===== src/rtl/pipe_stage_ctrl.sv =====
// rtl/pipe_stage_ctrl.sv - pipeline stage enable/valid sequencer with stall collapse and flush refill
// Optional: define PIPE_STAGE_CTRL_PERF_EN to add the stall_cnt output.
module pipe_stage_ctrl #(
    parameter int STAGES     = 4,
    parameter int REFILL_CYC = 2,
    parameter int SW         = $clog2(STAGES)
) (
    input  logic              clk,
    input  logic              rst,
    input  logic              in_vld,
    output logic              in_rdy,
    input  logic [STAGES-1:0] stall_req,
    input  logic              out_rdy,
    output logic              out_vld,
    input  logic              flush,
    input  logic [SW-1:0]     flush_upto,
    output logic [STAGES-1:0] wrt_en,
    output logic [STAGES-1:0] stg_vld,
    output logic              busy
`ifdef PIPE_STAGE_CTRL_PERF_EN
    ,
    output logic [15:0]       stall_cnt
`endif
);

    localparam int CW = 4;

    typedef enum logic {
        RUN    = 1'b0,
        REFILL = 1'b1
    } state_t;

    state_t            state_q, state_d;
    logic [CW-1:0]     cnt_q, cnt_d;
    logic [STAGES-1:0] stg_vld_q, stg_vld_d;
    logic [STAGES:0]   acc;
    logic [STAGES-1:0] adv;
    logic [31:0]       fu_ext;

    // Ready ripples backward from the sink; an empty stage always accepts.
    always_comb begin
        acc         = '0;
        adv         = '0;
        acc[STAGES] = out_rdy;
        for (int i = STAGES - 1; i >= 0; i--) begin
            adv[i] = stg_vld_q[i] & ~stall_req[i] & acc[i+1];
            acc[i] = ~stg_vld_q[i] | adv[i];
        end
    end

    assign wrt_en  = acc[STAGES-1:0];
    assign stg_vld = stg_vld_q;
    assign out_vld = stg_vld_q[STAGES-1] & ~stall_req[STAGES-1];
    assign fu_ext  = 32'(flush_upto);

    // An out-of-range flush_upto kills every stage, which equals clamping to STAGES-1.
    always_comb begin
        stg_vld_d = stg_vld_q;
        if (acc[0]) begin
            stg_vld_d[0] = in_vld & in_rdy;
        end
        for (int i = 1; i < STAGES; i++) begin
            if (acc[i]) begin
                stg_vld_d[i] = adv[i-1];
            end
        end
        if (flush) begin
            for (int i = 0; i < STAGES; i++) begin
                if (fu_ext >= 32'(i)) begin
                    stg_vld_d[i] = 1'b0;
                end
            end
        end
    end

    always_ff @(posedge clk) begin
        if (rst) begin
            state_q   <= RUN;
            cnt_q     <= '0;
            stg_vld_q <= '0;
        end else begin
            state_q   <= state_d;
            cnt_q     <= cnt_d;
            stg_vld_q <= stg_vld_d;
        end
    end

    always_comb begin
        state_d = state_q;
        cnt_d   = cnt_q;
        case (state_q)
            RUN: begin
                if (flush) begin
                    state_d = REFILL;
                    cnt_d   = CW'(REFILL_CYC - 1);
                end
            end
            REFILL: begin
                if (flush) begin
                    cnt_d = CW'(REFILL_CYC - 1);
                end else if (cnt_q == '0) begin
                    state_d = RUN;
                end else begin
                    cnt_d = cnt_q - 1'b1;
                end
            end
            default: begin
                state_d = RUN;
                cnt_d   = '0;
            end
        endcase
    end

    always_comb begin
        busy   = (state_q == REFILL);
        in_rdy = acc[0] & (state_q == RUN);
    end

`ifdef PIPE_STAGE_CTRL_PERF_EN
    logic [15:0] stall_cnt_q;

    always_ff @(posedge clk) begin
        if (rst) begin
            stall_cnt_q <= '0;
        end else if (stg_vld_q[0] && !acc[0] && (stall_cnt_q != 16'hFFFF)) begin
            stall_cnt_q <= stall_cnt_q + 16'd1;
        end
    end

    assign stall_cnt = stall_cnt_q;
`endif

endmodule


===== config.mk =====
export PLATFORM = sky130hd
export DESIGN_NAME = pipe_stage_ctrl
export DESIGN_NICKNAME = d
export VERILOG_FILES = /design/src/rtl/pipe_stage_ctrl.sv
export SDC_FILE = /design/constraint.sdc
export NUM_CORES = 1
export LEC_CHECK = 0
export CAP_MARGIN = 20
export CORE_MARGIN = 2
export CORE_UTILIZATION = 40
export CTS_CLUSTER_DIAMETER = 60
export DETAILED_ROUTE_END_ITERATION = 12
export GPL_TIMING_DRIVEN = 0
export PLACE_DENSITY = 0.76
export SLEW_MARGIN = 0
export SYNTH_ARGS = -nofsm -noshare
export SYNTH_HDL_FRONTEND = slang
export SYNTH_SLANG_ARGS = --single-unit

===== constraint.sdc =====
create_clock -name clk -period 1.8 [get_ports clk]
set_input_delay 0.36 -clock clk [delete_from_list [all_inputs] [get_ports clk]]
set_output_delay 0.36 -clock clk [all_outputs]
set_load 0.01 [all_outputs]

### After elaboration in Yosys (flattened, before gate mapping)

Index checks and enable logic that the tools add are counted.

* add/sub/neg operators: 1
* multiply operators: 0
* divide/modulo/power cells: 0
* order comparisons: 4
* equality and inequality tests: 2
* shift operators: 0
* mux-type cells: 17
* bitwise operators: 23
* reduce and logical (&&, ||, !) cells: 2

Operators with widths (count)
* 4-bit 2-to-1 mux: 4
* 1-bit 2-to-1 mux: 11
* 1-bit AND: 10
* 1-bit inverter: 9
* 4-bit one-hot mux with 2 select lines: 1
* 2-bit by 1-bit greater-or-equal comparator with 1-bit output, second input constant: 2
* 2-bit greater-or-equal comparator, second input constant: 2
* 4-bit zero test: 1
* 1-bit OR: 4
* 4-bit by 1-bit subtractor with 4-bit output, second input constant: 1
* 3-bit != test, second input constant: 1
* 2-bit != test, second input constant: 1
* 1-bit one-hot mux with 2 select lines: 1
* 2-bit AND reduction: 1

* register bits: 9
* latch bits: 0
* memory bits (writable): 0
* bits in read-only memories: 0
* bits of input ports: 11
* output and inout port bits: 11
* word-level logic and storage cells: 52
* memories kept: 0

### Logic depth before layout (Yosys ltp)

Gate-level depths: netlist of run 1.

* depth in word-level cells: 15
* mapped depth: 5
* gate-level depth less buffers: 5

### Least setup slack after synthesis of run 1

OpenSTA, ideal clock, no wires.

* path kind: flip-flop to output port
* from: reg stg_vld_q[3], in the netlist stg_vld[3]
* to: out in_rdy
* data arrival time: 1.225 ns
* data required time: 1.440 ns
* path slack: 0.215 ns
* stages on the path, launching flop included: 4
* buffers on the path: 0
* cells stage by stage: dfxtp_1 -> and2_1 -> a221o_1 -> a311oi_2

* word-level cells in the longest chain between the ends: 10
* elaborated cells between the ends (all ways): 11
* those cells by class: bitwise (11)

RTL lines
* from (decl): line 35 `logic [STAGES-1:0] stg_vld_q, stg_vld_d;`
* from (signal assigned): line 84 `stg_vld_q <= stg_vld_d;`
* 1-bit AND (2 in series): line 46 `adv[i] = stg_vld_q[i] & ~stall_req[i] & acc[i+1];`
* 1-bit OR *: line 47 `acc[i] = ~stg_vld_q[i] | adv[i];`
* 1-bit AND *: line 46
* 1-bit OR *: line 47
* 1-bit AND *: line 46
* 1-bit OR *: line 47
* 1-bit AND *: line 46
* 1-bit OR *: line 47
* 1-bit AND *: line 116 `in_rdy = acc[0] & (state_q == RUN);`
* to (decl): line 11 `output logic in_rdy,`

Every way passes the cells marked *; elsewhere a longest branch is shown, timed or not.

### Final worst setup path of run 1

* from: reg stg_vld_q[2], in the netlist stg_vld[2]
* to: out in_rdy

* word-level cells in the longest chain between the ends: 8
* elaborated cells between the ends (all ways): 9
* those cells by class: bitwise (9)

RTL lines (line)
* 1-bit AND (2 in series): 46
* 1-bit OR *: 47
* 1-bit AND *: 46
* 1-bit OR *: 47
* 1-bit AND *: 46
* 1-bit OR *: 47
* 1-bit AND *: 116

Marks and branches as above.

==> qor.txt, run 1 <==
outcome -> finished with violations
failing checks -> setup timing
vias in the first global route -> 479
Yosys warning total -> 0
Die W -> 40.6 um
Port Buffer Count -> 19
CP Capture Type -> primary output
Setup TNS -> -0.127 ns
reg2reg start -> cnt_q[0]
Reg power frac -> 45.2%
Routed Antenna Nets -> 0
Cell Rows -> 13
reg-to-reg endpoint -> cnt_q[0]
Clk pwr share -> 32.8%
post-DP HPWL -> 856 um
core area -> 0.00127 sq mm
H-tree depth -> 1
WL final -> 1120 um
GP Congestion -> 0.657
maximum vdd ir drop -> 0.345 mV
Tightest Pin Transition -> 0.439 ns
all-layer global routing usage -> 16.9%
top cell type's share of synthesized area -> 33.6%
post-synthesis register bit count -> 9
# DRC -> 0
flop-to-flop setup slack -> 0.28 ns
Max Fclk -> 525 MHz
Final Max Slew Viols -> 0
TritonCTS Buffers -> 3
die area -> 0.00165 sq mm
CTS tree -> built
Ant. Diodes -> 0
Worst slew margin -> 70.7%
Post-Route Utilization -> 63.1%
Clock Tree Root -> clkbuf_4
Synth Instances -> 58
layout cells sized above 1 -> 27.9%
first-pass GRT wire length -> 1860 um
PD cells -> 585 mW/mm^2
Avg WL per Cell -> 11.1 um
Switching Fraction -> 25.7%
initial antenna violation count -> 0
Seq/Total Area, Yosys -> 33.6%
count leader, synth -> dfxtp_1
number of flops mapped to enable cells by yosys -> 0
later-pin clock latency in the skew report -> 0.25 ns
total power -> 468 uW
ys async rst share -> 0%
Worst Clk Skew -> 0.00807 ns
Hold Path Sink -> cnt_q[1]
area grow syn2layout -> 49.5%
maxcap violations -> 0
TritonRoute pass-1 iters -> 1
worst path arrival time -> 1.54 ns
drt via density -> 5.20
largest area contributor in the netlist -> dfxtp_1
Net Sw Power -> 120 uW
crit start category -> register
layout net count -> 99
syn_area_per_cell -> 9.23 sq um
minimum clock period -> 1.90 ns
# setup viols final -> 2
Layout Cells excl Fill -> 101
Unique masters post-synth -> 32
combinational share of power -> 22.0%
Primary FF master, synth -> dfxtp_1
Die Height -> 40.6 um
via count -> 525
fin crit share -> 106%
Pint -> 348 uW
IO Pins -> 22
HP Class -> primary input to register
hold-fix buffers at CTS -> 0
Mapped Area -> 536 sq um
DR iter-0 viols -> 0
Worst-path clk slew -> 0.06 ns
RSZ-0062 raised after global routing -> true
syn nets -> 70
largest net degree at the start of global routing -> 11
Final Hold Viols -> 0
worst setup path class -> register to primary output
Overflow after GRT -> 0
maximum net fanout on the critical path -> 5
Commonest cells post-synth -> dfxtp_1 (9), a21oi_1 (4), nor2_1 (4), nor3_1 (4)
placed cell count -> 92
CTS Buffer Depth -> 2
Leakage -> 0.000333 uW
ranking of synthesized cells by area -> dfxtp_1 (34%), nor4_2 (4.7%), nor4b_4 (4.4%), a21oi_1 (3.7%), nor3_1 (3.7%)
Initial Util -> 42.2%
Hold Crit Depth -> 2
clock sink count -> 9
final setup margin -> -0.104 ns
critical path data required time -> 1.44 ns
Fin Hold WS -> 0.329 ns
Reg2Reg Depth -> 5
Worst Setup SP -> stg_vld[2]
worst hold start -> flush
-- per-layer routing --
| metal | GRT usage, % | part of all wire [%] | vias up |
|---|---|---|---|
| li1 | - | - | 271 |
| met1 | 19.6 | 44 | 239 |
| met2 | 28.6 | 49 | 15 |
| met3 | 4.44 | 7.1 | 0 |
| met4 | 7.50 | 0 | 0 |
| met5 | 0 | 0 | - |
-- worst max-delay path: stages, from the launching register on --
cell      delay (ns)
dfxtp_2         0.34
and2_4          0.14
a221o_1         0.33
buf_4           0.15
a311oi_2        0.17
buf_2           0.17
-- state kept, by name, summed over array words and instances, names as in the netlist --
name and count:
stg_vld 4, busy 1, cnt_q 4
-- worst max path at each step --
stage,end,depth (start not counted)
after floorplan,in_rdy,3
after global placement,in_rdy,5
after detailed placement,in_rdy,5
after CTS,in_rdy,5
after global routing,in_rdy,5
final,in_rdy,5
-- timing repair --
item / CTS / global route
endpoints found under the hold margin: 0 / 0
resized for setup: 22 / 0
setup endpoints to repair: 5 / 2
pin swaps: 3 / 0
buffers inserted: 5 / 0
-- through the flow --
stage | worst slack [ns] | area [sq um]
after global placement | -0.783 | 744
after CTS | -0.118 | 801
after floorplan | 0.215 | 536
after detailed placement | -0.757 | 744
after global routing | -0.218 | 801
final | -0.104 | 801
-- power by group through the flow --
stage	logic (uW)	registers, uW	clock network (uW)
after global placement	99.2	216	0
after detailed placement	101	216	0
final	103	212	153
after CTS	104	212	157
after global routing	114	213	167
after floorplan	61.1	217	0
-- cell usage in the layout (no fill, tap or decap), types with 2 or more instances in the layout --
master and n:
a21oi_1 4, inv_1 2, and3_1 2, nand2_1 3, clkdlybuf4s50_1 11, buf_2 4
nor2_1 4, nand2b_1 2, nor2b_1 2, nor4_2 2, dfxtp_2 2, clkbuf_4 3
nor3_1 4, clkbuf_1 2, dlygate4sd2_1 4, buf_4 5, dfxtp_1 7
-- kinds of logic (layout without fill, tap and decap cells) --
| kind of cell | count (synthesis) | after routing | share of synthesized area, % |
|---|---|---|---|
| muxes | 1 | 1 | 1.87 |
| buffers and inverters | 6 | 34 | 5.84 |
| adders and majority gates | 1 | 1 | 2.34 |
| AOI/OAI and AO/OA | 15 | 15 | 21.3 |
| and+or+nand+nor | 26 | 26 | 35.0 |
| DFF | 9 | 9 | 33.6 |
-- final cells by class --
class,instances,area [sq um]
tap,15,18.8
sequential,9,183
multi-input combinational,43,334
timing repair buffer,24,208
inverter,3,11.3
clock buffer,4,26.3
fill,117,468
buffer,3,20.0
Note: power is estimated with default switching activity, not from simulation.
==> run 2: changes to the inputs <==
CORE_AREA = 2 2 39 41   (was default)
CORE_MARGIN = default   (was 2)
CORE_UTILIZATION = default   (was 40)
DIE_AREA = 0 0 41 43   (was default)
DONT_BUFFER_PORTS = 1   (was default)
PLACE_DENSITY = 0.56   (was 0.76)
==> qor.txt, run 2 (synthesis results as in run 1) <==
outcome -> finished, final reports clean (was finished with violations)
Ant. Diodes -> 0 (unchanged)
slowest cell delay on critical path -> 0.34 ns (about the same)
TritonCTS Buffers -> 3 (unchanged)
CP Capture Type -> primary output (unchanged)
maxcap violations -> 0 (unchanged)
later-pin clock latency in the skew report -> 0.25 ns (about the same)
Max Fclk -> 557 MHz (was 525 MHz)
# DRC -> 0 (unchanged)
# setup viols final -> 0 (was 2)
Initial Util -> 38.7% (was 42.2%)
Cell Rows -> 14 (was 13)
crit start category -> register (unchanged)
initial antenna violation count -> 0 (unchanged)
Worst path top cell family by delay -> compound AO/OA/AOI/OAI gates (unchanged)
HP Class -> primary input to register (unchanged)
Placement Setup Slack -> 0.127 ns (was -0.757 ns)
fin crit share -> 99.8% (was 106%)
Port Buffer Count -> 0 (was 19)
vias in the first global route -> 441 (was 479)
Tightest Pin Transition -> 0.414 ns (was 0.439 ns)
clock sink count -> 9 (unchanged)
CTS Buffer Depth -> 2 (unchanged)
all-layer global routing usage -> 14.8% (was 16.9%)
Die W -> 41 um (was 40.6 um)
maximum net fanout on the critical path -> 4 (was 5)
Die Height -> 43 um (was 40.6 um)
total power -> 438 uW (was 468 uW)
via count -> 434 (was 525)
area grow syn2layout -> 10.5% (was 49.5%)
drt via density -> 5.49 (was 5.20)
CTS tree -> built (unchanged)
placed inst area -> 556 sq um (was 744 sq um)
Overflow after GRT -> 0 (unchanged)
Slowest cell on crit path -> dfxtp_2 (unchanged)
IO Pins -> 22 (unchanged)
PD cells -> 740 mW/mm^2 (was 585 mW/mm^2)
Worst slew margin -> 72.4% (was 70.7%)
layout net count -> 76 (was 99)
WL final -> 994 um (was 1120 um)
core area -> 0.00138 sq mm (was 0.00127 sq mm)
reg2reg start -> cnt_q[0] (unchanged)
minimum clock period -> 1.80 ns (was 1.90 ns)
layout cells sized above 1 -> 23.8% (was 27.9%)
commonest non-fill, non-tap cells in the layout -> dfxtp_1 (7), a21oi_1 (4), nor2_1 (4), nor3_1 (4) (was clkdlybuf4s50_1 (11), dfxtp_1 (7), buf_4 (5))
most common cell after layout, fill and taps aside -> dfxtp_1 (was clkdlybuf4s50_1)
Final Max Slew Viols -> 0 (unchanged)
Worst-path clk slew -> 0.06 ns (about the same)
worst hold start -> stall_req[1] (was flush)
critical path data required time -> 1.44 ns (about the same)
Post-Route Utilization -> 42.8% (was 63.1%)
hold-fix buffers at CTS -> 0 (unchanged)
CP Buf/Inv Count -> 0 (was 2)
H-tree depth -> 1 (unchanged)
Leakage -> 0.000235 uW (was 0.000333 uW)
final setup margin -> 0.00327 ns (was -0.104 ns)
first-pass GRT wire length -> 1770 um (was 1860 um)
RSZ-0062 raised after global routing -> true (unchanged)
die area -> 0.00176 sq mm (was 0.00165 sq mm)
TritonRoute pass-1 iters -> 5 (was 1)
largest net degree at the start of global routing -> 11 (unchanged)
Final Hold Viols -> 0 (unchanged)
GP Congestion -> 0.642 (was 0.657)
Clock Tree Root -> clkbuf_4 (unchanged)
Routed Antenna Nets -> 0 (unchanged)
Avg WL per Cell -> 12.6 um (was 11.1 um)
post-route cell area -> 592 sq um (was 801 sq um)
Worst Setup SP -> stg_vld[3] (was stg_vld[2])
Critical Path, Cell by Cell -> and2_1 -> a221o_1 -> a311oi_2 (was and2_4 -> a221o_1 -> buf_4 -> a311oi_2 -> buf_2)
worst path arrival time -> 1.44 ns (was 1.54 ns)
post-DP HPWL -> 785 um (was 856 um)
worst setup path class -> register to primary output (unchanged)
DR iter-0 viols -> 6 (was 0)
maximum vdd ir drop -> 0.359 mV (was 0.345 mV)
Worst Clk Skew -> 0.00221 ns (was 0.00807 ns)
run 2: layout make-up:
cell class                      instances  area [sq um]
Fill cell                             149           792
Multi-Input combinational cell         43           324
Sequential cell                         9           183
Clock buffer                            4          26.3
Buffer                                  3          20.0
Tap cell                               16          20.0
Inverter                                3          11.3
Timing Repair Buffer                    1          7.51
run 2: through the flow:
stage	TNS, ns	hold slack [ns]	cells
3_5_place_dp	0	0.553	74
3_3_place_gp	0	0.548	74
2_1_floorplan	0	0.519	58
6_report	0	0.278	79
5_1_grt	-0.0708	0.266	79
4_1_cts	-0.0195	0.272	79
run 2: worst reg2reg max path: stages, from the launching register on:
cell	delay, ns
dfxtp_1	0.34
inv_2	0.09
ha_1	0.19
or3b_4	0.42
nor4b_4	0.15
nor4_2	0.23
run 2: path summary, 6_finish.rpt:
path	end	slack, ns	depth (start not counted)
worst max-delay path	in_rdy	0.003	3
worst min-delay path	stg_vld[2]	0.28	2
worst max register to register	cnt_q[0]	0.29	5
worst min register to register	stg_vld[3]	0.52	2
run 2: timing repair:
item,CTS,global route
cloned,0,0
resized for setup,2,0
buffers inserted,1,0
endpoints found under the setup margin,2,2
pin swaps,2,0
run 2: metal layers:
metal	vias to the layer above	GRT usage (%)	routed length [um]
met3	2	4.19	50
met1	198	16.4	402
met2	10	23.1	531
met4	0	10.0	9
met5	-	0	0
li1	224	-	-
run 2: report_power, final:
group	switching [uW]	internal [uW]	total, uW
logic	37.7	34.1	71.7
clock network	67.3	85.2	153
registers	8.02	206	214
total	113	325	438
==> run 3: changes to the inputs <==
clock period = 1.9 ns   (was 1.8 ns; I/O delays follow)
==> qor.txt, run 3 (synthesis results as in run 1) <==
WL final -> 993 um (was 994 um)
Die W -> 41 um (unchanged)
Tightest Pin Transition -> 0.414 ns (unchanged)
CTS tree -> built (unchanged)
core area -> 0.00138 sq mm (unchanged)
Overflow after GRT -> 0 (unchanged)
# setup viols final -> 0 (unchanged)
maxcap violations -> 0 (unchanged)
Ant. Diodes -> 0 (unchanged)
Routed Antenna Nets -> 0 (unchanged)
Max Fclk -> 543 MHz
largest net degree at the start of global routing -> 11 (unchanged)
minimum clock period -> 1.84 ns
Cell Rows -> 14 (unchanged)
outcome -> finished, final reports clean (unchanged)
CTS Buffer Depth -> 2 (unchanged)
area grow syn2layout -> 10.3% (was 10.5%)
hold-fix buffers at CTS -> 0 (unchanged)
CP Capture Type -> primary output (unchanged)
Die Height -> 43 um (unchanged)
maximum vdd ir drop -> 0.340 mV (was 0.359 mV)
Post-Route Utilization -> 42.7% (was 42.8%)
post-DP HPWL -> 785 um (unchanged)
Worst slew margin -> 72.4% (unchanged)
fin crit share -> 96.9%
layout cells sized above 1 -> 22.2% (was 23.8%)
layout net count -> 76 (unchanged)
commonest non-fill, non-tap cells in the layout -> dfxtp_1 (8), a21oi_1 (4), nor2_1 (4), nor3_1 (4) (was dfxtp_1 (7), a21oi_1 (4), nor2_1 (4), nor3_1 (4))
via count -> 434 (unchanged)
Final Max Slew Viols -> 0 (unchanged)
TritonRoute pass-1 iters -> 5 (unchanged)
drt via density -> 5.49 (unchanged)
die area -> 0.00176 sq mm (unchanged)
fillers -> 150 (was 149)
most common cell after layout, fill and taps aside -> dfxtp_1 (unchanged)
Clock Tree Root -> clkbuf_4 (unchanged)
maximum net fanout on the critical path -> 4 (unchanged)
all-layer global routing usage -> 14.8% (unchanged)
vias in the first global route -> 441 (unchanged)
Initial Util -> 38.7% (unchanged)
# DRC -> 0 (unchanged)
DR iter-0 viols -> 6 (unchanged)
Final Hold Viols -> 0 (unchanged)
TritonCTS Buffers -> 3 (unchanged)
GP Congestion -> 0.642 (unchanged)
crit start category -> register (unchanged)
HP Class -> primary input to register (unchanged)
PD cells -> 702 mW/mm^2 (was 740 mW/mm^2)
critical path data required time -> 1.52 ns (was 1.44 ns)
Worst-path clk slew -> 0.06 ns (about the same)
Worst Clk Skew -> 0.00222 ns (was 0.00221 ns)
later-pin clock latency in the skew report -> 0.25 ns (about the same)
RSZ-0062 raised after global routing -> false (was true)
multi-input logic area -> 324 sq um (unchanged)
initial antenna violation count -> 0 (unchanged)
IO Pins -> 22 (unchanged)
Leakage -> 0.000234 uW (was 0.000235 uW)
Setup TNS -> 0 ns (unchanged)
Port Buffer Count -> 0 (unchanged)
clock sink count -> 9 (unchanged)
Register Area -> 181 sq um (was 183 sq um)
Avg WL per Cell -> 12.6 um (about the same)
H-tree depth -> 1 (unchanged)
worst path arrival time -> 1.46 ns (was 1.44 ns)
first-pass GRT wire length -> 1770 um (unchanged)
worst setup path class -> register to primary output (unchanged)
run 3: cell counts in the layout (fill, tap and decap cells not counted):
No cell type changed its count.
run 3: path summary, 6_finish.rpt:
check / slack (ns) / depth (start not counted) / end / start
worst max-delay path: 0.06 / 3 / in_rdy / stg_vld[3]
worst min-delay path: 0.30 / 2 / stg_vld[2] / stall_req[1]
worst max register to register: 0.39 / 5 / cnt_q[0] / cnt_q[0]
worst min register to register: 0.53 / 2 / stg_vld[3] / stg_vld[2]
run 3: cell type report:
type,count,area share [%]
tap,16,3.39
timing repair buffer,1,1.27
buffer,3,3.39
inverter,3,1.91
clock buffer,4,4.45
multi-input combinational,43,54.9
sequential,9,30.7
run 3: worst max-delay path: stages, from the launching register on:
cell	delay, ns
dfxtp_1	0.35
and2_1	0.18
a221o_1	0.34
a311oi_2	0.33
run 3: report_power, final:
| group | internal [uW] | leakage (uW) | switching, uW |
|---|---|---|---|
| clock network | 80.8 | 0.0000150 | 63.8 |
| logic | 32.3 | 0.000145 | 35.7 |
| registers | 195 | 0.0000738 | 7.60 |
| total | 308 | 0.000234 | 107 |
run 3: per-layer routing:
layer	GRT usage (%)	vias to the layer above	share of wire, %
met2	23.1	10	53
li1	-	224	-
met1	16.4	198	40
met3	4.19	2	5.0
met4	10.0	0	0.91
met5	0	-	0
run 3: stage by stage:
step | instances | cell area, sq um | power (uW) | hold WS, ns | setup WS (ns)
floorplan | 58 | 536 | 263 | 0.519 | 0.287
global placement | 74 | 556 | 273 | 0.553 | 0.209
detailed placement | 74 | 556 | 274 | 0.553 | 0.205
CTS | 79 | 589 | 423 | 0.299 | 0.0320
global route | 79 | 591 | 443 | 0.286 | 0.00374
finish | 79 | 591 | 415 | 0.298 | 0.0581
run 3: timing repair:
action / CTS / global route
gates resized for setup: 0 / 1
setup buffers: 1 / 0
pin swaps: 2 / 0
setup endpoints to repair: 2 / 1
